$ cat src/rtl/fifo_pkg.sv
// fifo_pkg - shared definitions for the dual-clock FIFO pointer controllers.
//   SYNC_MIN      : smallest legal synchroniser depth.
//   fwft_state_t  : output-register state for first-word-fall-through reads.
//   bin2gray/gray2bin : code conversion on a zero-extended GW-bit vector.
//     A zero-extended value converts correctly at any narrower width, so
//     callers cast in and truncate out to their own pointer width.
package fifo_pkg;

    localparam int SYNC_MIN = 2;
    localparam int GW       = 32;

    typedef enum logic [1:0] {IDLE, PEND, HOLD} fwft_state_t;

    function automatic logic [GW-1:0] bin2gray(input logic [GW-1:0] b);
        return b ^ (b >> 1);
    endfunction

    function automatic logic [GW-1:0] gray2bin(input logic [GW-1:0] g);
        logic [GW-1:0] b;
        b[GW-1] = g[GW-1];
        for (int i = GW - 2; i >= 0; i--) b[i] = b[i+1] ^ g[i];
        return b;
    endfunction

endpackage

$ cat src/rtl/rd_ptr_ctl_if.sv
// rd_ptr_ctl_if - user and RAM read-side signals of the FIFO read controller.
//   master : the controller (drives RAM strobe/address and user status/data).
//   slave  : the user logic plus RAM read port.
interface rd_ptr_ctl_if #(
    parameter int ADDR_W = 3,
    parameter int DATA_W = 8
);
    logic              rd_en;
    logic              rd_err_clr;
    logic              ram_rd_en;
    logic [ADDR_W-1:0] ram_rd_addr;
    logic [DATA_W-1:0] ram_rd_data;
    logic [DATA_W-1:0] rd_data;
    logic              rd_valid;
    logic              rd_empty;
    logic              rd_almost_empty;
    logic [ADDR_W:0]   rd_level;
    logic              rd_underflow;

    modport master (
        input  rd_en, rd_err_clr, ram_rd_data,
        output ram_rd_en, ram_rd_addr, rd_data, rd_valid, rd_empty,
               rd_almost_empty, rd_level, rd_underflow
    );

    modport slave (
        output rd_en, rd_err_clr, ram_rd_data,
        input  ram_rd_en, ram_rd_addr, rd_data, rd_valid, rd_empty,
               rd_almost_empty, rd_level, rd_underflow
    );
endinterface

$ cat src/rtl/ptr_sync.sv
// ptr_sync - multi-flop synchroniser for a Gray-coded FIFO pointer.
//   clk, rst_n : destination clock, async active-low reset.
//   d          : Gray pointer from the other clock domain.
//   q          : synchronised pointer (last stage).
// Depths below SYNC_MIN are raised to SYNC_MIN.
module ptr_sync
    import fifo_pkg::*;
#(
    parameter int W      = 4,
    parameter int STAGES = 2
) (
    input  logic         clk,
    input  logic         rst_n,
    input  logic [W-1:0] d,
    output logic [W-1:0] q
);
    localparam int N = (STAGES < SYNC_MIN) ? SYNC_MIN : STAGES;

    logic [N-1:0][W-1:0] sr;

    always_ff @(posedge clk or negedge rst_n) begin
        if (!rst_n) sr <= '0;
        else        sr <= {sr[N-2:0], d};
    end

    assign q = sr[N-1];
endmodule

$ cat src/rtl/rd_ptr_ctl.sv
// rd_ptr_ctl - read-domain pointer and flag controller for a dual-clock FIFO.
//   rd_clk, rd_rst_n : read clock, async active-low reset.
//   wr_ptr_gray      : write pointer (Gray) from the write domain.
//   rd_ptr_gray      : registered read pointer (Gray) to the write domain.
//   bus              : user read port, status flags and RAM read port.
// FWFT=0: rd_data passes RAM data through, rd_valid follows an accepted read.
// FWFT=1: a small FSM prefetches into an output register; rd_en pops it.
module rd_ptr_ctl
    import fifo_pkg::*;
#(
    parameter int ADDR_W      = 3,
    parameter int DATA_W      = 8,
    parameter int SYNC_STAGES = 2,
    parameter int AE_THRESH   = 1,
    parameter int FWFT        = 0
) (
    input  logic              rd_clk,
    input  logic              rd_rst_n,
    input  logic [ADDR_W:0]   wr_ptr_gray,
    output logic [ADDR_W:0]   rd_ptr_gray,
    rd_ptr_ctl_if.master      bus
);
    localparam int PW = ADDR_W + 1;

    logic [PW-1:0] wsync_gray, wbin;
    logic [PW-1:0] rd_bin, rd_bin_next, gray_next, level_next;
    logic [PW-1:0] level_q;
    logic          ptr_empty, ae_q, underflow_q;
    logic          req, fetch, empty_int;

    ptr_sync #(.W(PW), .STAGES(SYNC_STAGES)) u_sync (
        .clk   (rd_clk),
        .rst_n (rd_rst_n),
        .d     (wr_ptr_gray),
        .q     (wsync_gray)
    );

    assign wbin        = PW'(gray2bin(GW'(wsync_gray)));
    assign fetch       = !ptr_empty && req;
    assign rd_bin_next = rd_bin + PW'(fetch);
    assign gray_next   = PW'(bin2gray(GW'(rd_bin_next)));
    // Unsigned modulo difference; MSB set only when exactly full.
    assign level_next  = wbin - rd_bin_next;

    always_ff @(posedge rd_clk or negedge rd_rst_n) begin
        if (!rd_rst_n) begin
            rd_bin      <= '0;
            rd_ptr_gray <= '0;
            ptr_empty   <= 1'b1;
            level_q     <= '0;
            ae_q        <= 1'b1;
        end else begin
            rd_bin      <= rd_bin_next;
            rd_ptr_gray <= gray_next;
            // Full-width compare (wrap bit included) separates empty from full.
            ptr_empty   <= (gray_next == wsync_gray);
            level_q     <= level_next;
            ae_q        <= (level_next <= PW'(AE_THRESH));
        end
    end

    // Clear wins over a same-cycle set.
    always_ff @(posedge rd_clk or negedge rd_rst_n) begin
        if (!rd_rst_n)                   underflow_q <= 1'b0;
        else if (bus.rd_err_clr)         underflow_q <= 1'b0;
        else if (bus.rd_en && empty_int) underflow_q <= 1'b1;
    end

    assign bus.ram_rd_en       = fetch;
    assign bus.ram_rd_addr     = rd_bin[ADDR_W-1:0];
    assign bus.rd_level        = level_q;
    assign bus.rd_almost_empty = ae_q;
    assign bus.rd_underflow    = underflow_q;
    assign bus.rd_empty        = empty_int;

    generate
        if (FWFT != 0) begin : g_fwft
            fwft_state_t       state, state_nxt;
            logic              fwft_req;
            logic [DATA_W-1:0] dreg;

            always_ff @(posedge rd_clk or negedge rd_rst_n) begin
                if (!rd_rst_n) begin
                    state <= IDLE;
                    dreg  <= '0;
                end else begin
                    state <= state_nxt;
                    // RAM data for the fetch issued in the previous cycle.
                    if (state == PEND) dreg <= bus.ram_rd_data;
                end
            end

            always_comb begin
                state_nxt = state;
                fwft_req  = 1'b0;
                case (state)
                    IDLE: begin
                        fwft_req = 1'b1;
                        if (!ptr_empty) state_nxt = PEND;
                    end
                    PEND: state_nxt = HOLD;
                    HOLD: begin
                        if (bus.rd_en) begin
                            fwft_req  = 1'b1;
                            state_nxt = ptr_empty ? IDLE : PEND;
                        end
                    end
                    default: state_nxt = IDLE;
                endcase
            end

            assign req          = fwft_req;
            assign bus.rd_data  = dreg;
            assign bus.rd_valid = (state == HOLD);
            assign empty_int    = (state != HOLD);
        end else begin : g_std
            logic valid_q;

            always_ff @(posedge rd_clk or negedge rd_rst_n) begin
                if (!rd_rst_n) valid_q <= 1'b0;
                else           valid_q <= fetch;
            end

            assign req          = bus.rd_en;
            assign bus.rd_data  = bus.ram_rd_data;
            assign bus.rd_valid = valid_q;
            assign empty_int    = ptr_empty;
        end
    endgenerate
endmodule

$ cat src/flat_wrapper.sv
// flat-port wrapper written by rule: the top's interface ports become plain ports
module rd_ptr_ctl_flat import fifo_pkg::*;
#(
    parameter int ADDR_W      = 3,
    parameter int DATA_W      = 8,
    parameter int SYNC_STAGES = 2,
    parameter int AE_THRESH   = 1,
    parameter int FWFT        = 0
)
  (rd_clk, rd_rst_n, wr_ptr_gray, rd_ptr_gray, bus_rd_en, bus_rd_err_clr, bus_ram_rd_data, bus_ram_rd_en, bus_ram_rd_addr, bus_rd_data, bus_rd_valid, bus_rd_empty, bus_rd_almost_empty, bus_rd_level, bus_rd_underflow);
  rd_ptr_ctl_if #(.ADDR_W(ADDR_W), .DATA_W(DATA_W)) bus_i ();
  input  logic rd_clk;
  input  logic rd_rst_n;
  input  logic [ADDR_W:0] wr_ptr_gray;
  output logic [ADDR_W:0] rd_ptr_gray;
  input wire logic [$bits(bus_i.rd_en)-1:0] bus_rd_en;
  input wire logic [$bits(bus_i.rd_err_clr)-1:0] bus_rd_err_clr;
  input wire logic [$bits(bus_i.ram_rd_data)-1:0] bus_ram_rd_data;
  output wire logic [$bits(bus_i.ram_rd_en)-1:0] bus_ram_rd_en;
  output wire logic [$bits(bus_i.ram_rd_addr)-1:0] bus_ram_rd_addr;
  output wire logic [$bits(bus_i.rd_data)-1:0] bus_rd_data;
  output wire logic [$bits(bus_i.rd_valid)-1:0] bus_rd_valid;
  output wire logic [$bits(bus_i.rd_empty)-1:0] bus_rd_empty;
  output wire logic [$bits(bus_i.rd_almost_empty)-1:0] bus_rd_almost_empty;
  output wire logic [$bits(bus_i.rd_level)-1:0] bus_rd_level;
  output wire logic [$bits(bus_i.rd_underflow)-1:0] bus_rd_underflow;
  assign bus_i.rd_en = bus_rd_en;
  assign bus_i.rd_err_clr = bus_rd_err_clr;
  assign bus_i.ram_rd_data = bus_ram_rd_data;
  assign bus_ram_rd_en = bus_i.ram_rd_en;
  assign bus_ram_rd_addr = bus_i.ram_rd_addr;
  assign bus_rd_data = bus_i.rd_data;
  assign bus_rd_valid = bus_i.rd_valid;
  assign bus_rd_empty = bus_i.rd_empty;
  assign bus_rd_almost_empty = bus_i.rd_almost_empty;
  assign bus_rd_level = bus_i.rd_level;
  assign bus_rd_underflow = bus_i.rd_underflow;
  rd_ptr_ctl #(.ADDR_W(ADDR_W), .DATA_W(DATA_W), .SYNC_STAGES(SYNC_STAGES), .AE_THRESH(AE_THRESH), .FWFT(FWFT)) u_core (.rd_clk(rd_clk), .rd_rst_n(rd_rst_n), .wr_ptr_gray(wr_ptr_gray), .rd_ptr_gray(rd_ptr_gray), .bus(bus_i));
endmodule
$ cat config.mk
export PLATFORM = sky130hd
export DESIGN_NAME = rd_ptr_ctl_flat
export DESIGN_NICKNAME = d
export VERILOG_FILES = /design/src/rtl/fifo_pkg.sv /design/src/rtl/rd_ptr_ctl_if.sv /design/src/rtl/ptr_sync.sv /design/src/rtl/rd_ptr_ctl.sv /design/src/flat_wrapper.sv
export SDC_FILE = /design/constraint.sdc
export NUM_CORES = 1
export LEC_CHECK = 0
export CAP_MARGIN = 20
export CORE_MARGIN = 2
export CORE_UTILIZATION = 38
export DETAILED_ROUTE_END_ITERATION = 12
export PLACE_DENSITY_LB_ADDON = 0.2
export SYNTH_ARGS = -nofsm -noshare
export SYNTH_HDL_FRONTEND = slang
export SYNTH_HIERARCHICAL = 1
export SYNTH_SLANG_ARGS = --single-unit
$ cat constraint.sdc
create_clock -name rd_clk -period 2.34 [get_ports rd_clk]
set_input_delay 0.468 -clock rd_clk [delete_from_list [all_inputs] [get_ports rd_clk]]
set_output_delay 0.468 -clock rd_clk [all_outputs]
set_load 0.05 [all_outputs]
==> results.cfg <==
[outcome]
status = finished, final reports clean

[global_routing]
grt.total_usage = 0.126
grt_max_degree = 24
grt_pass1_wl_um = 3040
antenna_found_initial = 0
grt_overflow = 0
grt_pass1_vias = 675

[drt]
drt_iter0_drc = 2
route.detailed.drc = 0
drt.antenna.violating_nets = 0
first_pass_iters = 3
wl_per_cell_um = 12.7
vias = 604
drt-total-wl_um = 1650
viasPerCell = 4.65

[place]
gp_congestion = 0.733
place_ws_ps = -384
portBuffers = 23
dp.cells = 123
dp_hpwl_um = 1300

[floorplanning]
io-pin-count = 40
die-area_um2 = 3130
coreArea_um2 = 2520
die_h_um = 56.0
row_count = 18
die_w_um = 56.0
start_util = 0.407

[synthesis]
synth_area_per_cell_um2 = 13.7
synth_top_family_by_area = XOR/XNOR gates
postSynthCellCount = 75
synth_area_um2 = 1030
synth_seq_cells = 23
synth.distinct_cells = 22
synth_top_area_share = 0.512
synth_compound_area_frac = 0.0524
muxShareOfSynthArea = 0
synth-xor-area-share = 0.164
synth_top_cell_by_area = dfrtp_1
synth_fa_ha_area_frac = 0.0609
syn_nets = 96
synth-simple-area-share = 0.0499
seq_area_frac_synth = 0.563
synth.area.top_cells = dfrtp_1 51%, buf_4 8.8%, xor2_1 7.7%
yosysWarningCount = 6

[pwr]
p_seq_frac = 0.262
sw_frac_of_total = 0.447
pwr-share-clk = 0.076
vdd_drop_max_uv = 938
p_total_mw = 2.36
power_density_nw_per_um2 = 1690
power.internal_mw = 1.30
comb_power_share = 0.662
p_leak_nw = 0.627
power.switching_mw = 1.05

[clock_tree]
cts_tree = yes
clock_latency_ps = 300
cts_buffers = 3
clk_pin_slew_worst_paths_ps = 120
cts_root_buf = clkbuf_4
cts_buffer_depth = 2
cts_max_level = 1
clock-sinks = 23

[final_layout]
drive_gt1_frac = 0.290
area_growth_pct = 36.1
fillers = 231
fin_util = 0.554
antenna_cells = 0
finalNetCount = 122
mostFrequentLayoutCells = 21 x clkdlybuf4s50_1, 21 x dfrtp_1, 11 x buf_4
stdcell_count = 130

[setup_path]
cp.required_ps = 2580
critPathKind = register to register
reg2reg_depth = 10
cp_max_fo = 3
ff2ff_setup_slack_ps = 60
cp_data_arrival_time_ps = 2520
start_kind = register
endpoint_kind = register
critPathCapture = u_core/bus.rd_almost_empty$_DFF_PN1_
crit_start = u_core/bus.rd_empty$_DFF_PN1_
r2r-end = u_core/bus.rd_almost_empty$_DFF_PN1_
regToRegStartpoint = u_core/bus.rd_empty$_DFF_PN1_

[timing]
min_period_over_period = 0.973
hold_violations = 0
drv_slew = 0
setup_tns_ps = 0
worst_pin_slew_ps = 504
relSlewSlack = 0.663
finalWorstSetupSlack_ps = 63.4
finalSetupViolCount = 0
fin_skew_ps = 3.21
fmax_mhz = 439
min_period_ps = 2280
grt_setup_unrepaired = true

[hold_path]
hold_class = register to register

[job]
maxCapViolations = 0
[flip-flops by register name, summed over array words and instances (netlist names)]
signal                      flops
u_core/rd_bin                   4
u_core/u_sync/sr                4
u_core/bus.rd_almost_empty      1
u_core/rd_ptr_gray              3
u_core/bus.rd_underflow         1
u_core/bus.rd_valid             1
u_core/bus.rd_level             4
u_core/bus.rd_empty             1
u_core/u_sync/q                 4
[per-layer routing]
| layer | part of all wire | up-vias | global-route usage | wire [um] |
|---|---|---|---|---|
| met2 | 0.55 | 15 | 0.212 | 901 |
| li1 | - | 276 | - | - |
| met1 | 0.36 | 305 | 0.146 | 590 |
| met4 | 0.019 | 0 | 0.0578 | 32 |
| met5 | 0 | - | 0 | 0 |
| met3 | 0.075 | 8 | 0.0395 | 123 |
[power by group through the flow]
stage / sequential [mW] / combinational, mW / clock (mW)
after detailed placement: 0.630 / 1.46 / 0
after global placement: 0.623 / 1.44 / 0
final: 0.618 / 1.56 / 0.178
after global routing: 0.636 / 1.68 / 0.210
after CTS: 0.621 / 1.52 / 0.192
after floorplan: 1.02 / 0.645 / 0
[worst min path at each step]
| stage | startpoint | to | slack (ps) | cells after the start |
|---|---|---|---|---|
| finish | u_core/u_sync/sr[1]$_DFF_PN0_ | u_core/u_sync/q[1]$_DFF_PN0_ | 360 | 0 |
| global route | u_core/u_sync/sr[0]$_DFF_PN0_ | u_core/u_sync/q[0]$_DFF_PN0_ | 360 | 0 |
| CTS | u_core/u_sync/sr[1]$_DFF_PN0_ | u_core/u_sync/q[1]$_DFF_PN0_ | 370 | 0 |
| detailed placement | u_core/u_sync/sr[1]$_DFF_PN0_ | u_core/u_sync/q[1]$_DFF_PN0_ | 340 | 0 |
| global placement | u_core/u_sync/sr[2]$_DFF_PN0_ | u_core/u_sync/q[2]$_DFF_PN0_ | 330 | 0 |
| floorplan | rd_rst_n | u_core/bus.rd_level[0]$_DFF_PN0_ | 170 | 0 |
[stage by stage]
stage                     hold slack, ps  instance area (um2)
after floorplan                      172                 1080
after global placement               333                 1330
after detailed placement             336                 1330
after CTS                            366                 1380
after global routing                 361                 1400
final                                361                 1400
[synth_stat cells (all sizes together)]
master	count
xnor3	2
inv	5
nor2b	1
o21bai	1
clkbuf	1
and2	1
dfstp	2
a21boi	1
a21oi	1
o311ai	1
dfrtp	21
nor3	1
nor2	1
or3	1
a211oi	1
nand3	2
ha	5
or3b	1
xor2	9
xnor2	5
buf	12
[cell families (layout without fill, tap and decap cells)]
group | count (synthesis) | after routing
compound gates | 5 | 5
xor+xnor | 16 | 16
fa+ha+maj | 5 | 5
buf+inv | 18 | 43
flops | 23 | 23
simple gates | 8 | 8
[worst max-delay path: stages (launching register included)]
cell,delay (ps)
dfstp_2,580
nor2b_4,50
ha_4,160
ha_4,170
xor2_4,170
inv_2,60
ha_4,260
or3b_4,380
o311ai_4,80
xnor2_2,120
nor3_2,170
[area by class of cell]
class,count,area [um2],share of cell area
inverters,5,18.8,0.0134
multi-input cells,34,410,0.294
repair buffers,34,325,0.233
flip-flops and latches,23,578,0.414
well taps,30,37.5,0.0269
clock inverters,1,5.00,0.00358
clock buffers,3,22.5,0.0161
[timing repair]
item                                    in CTS  in global routing
buffers inserted                             1                  2
hold buffers                                 0                  0
gates resized for setup                      3                  1
pin swaps                                    1                  3
endpoints found under the setup margin       2                  2
No activity file was read; power rests on OpenSTA's default activity.
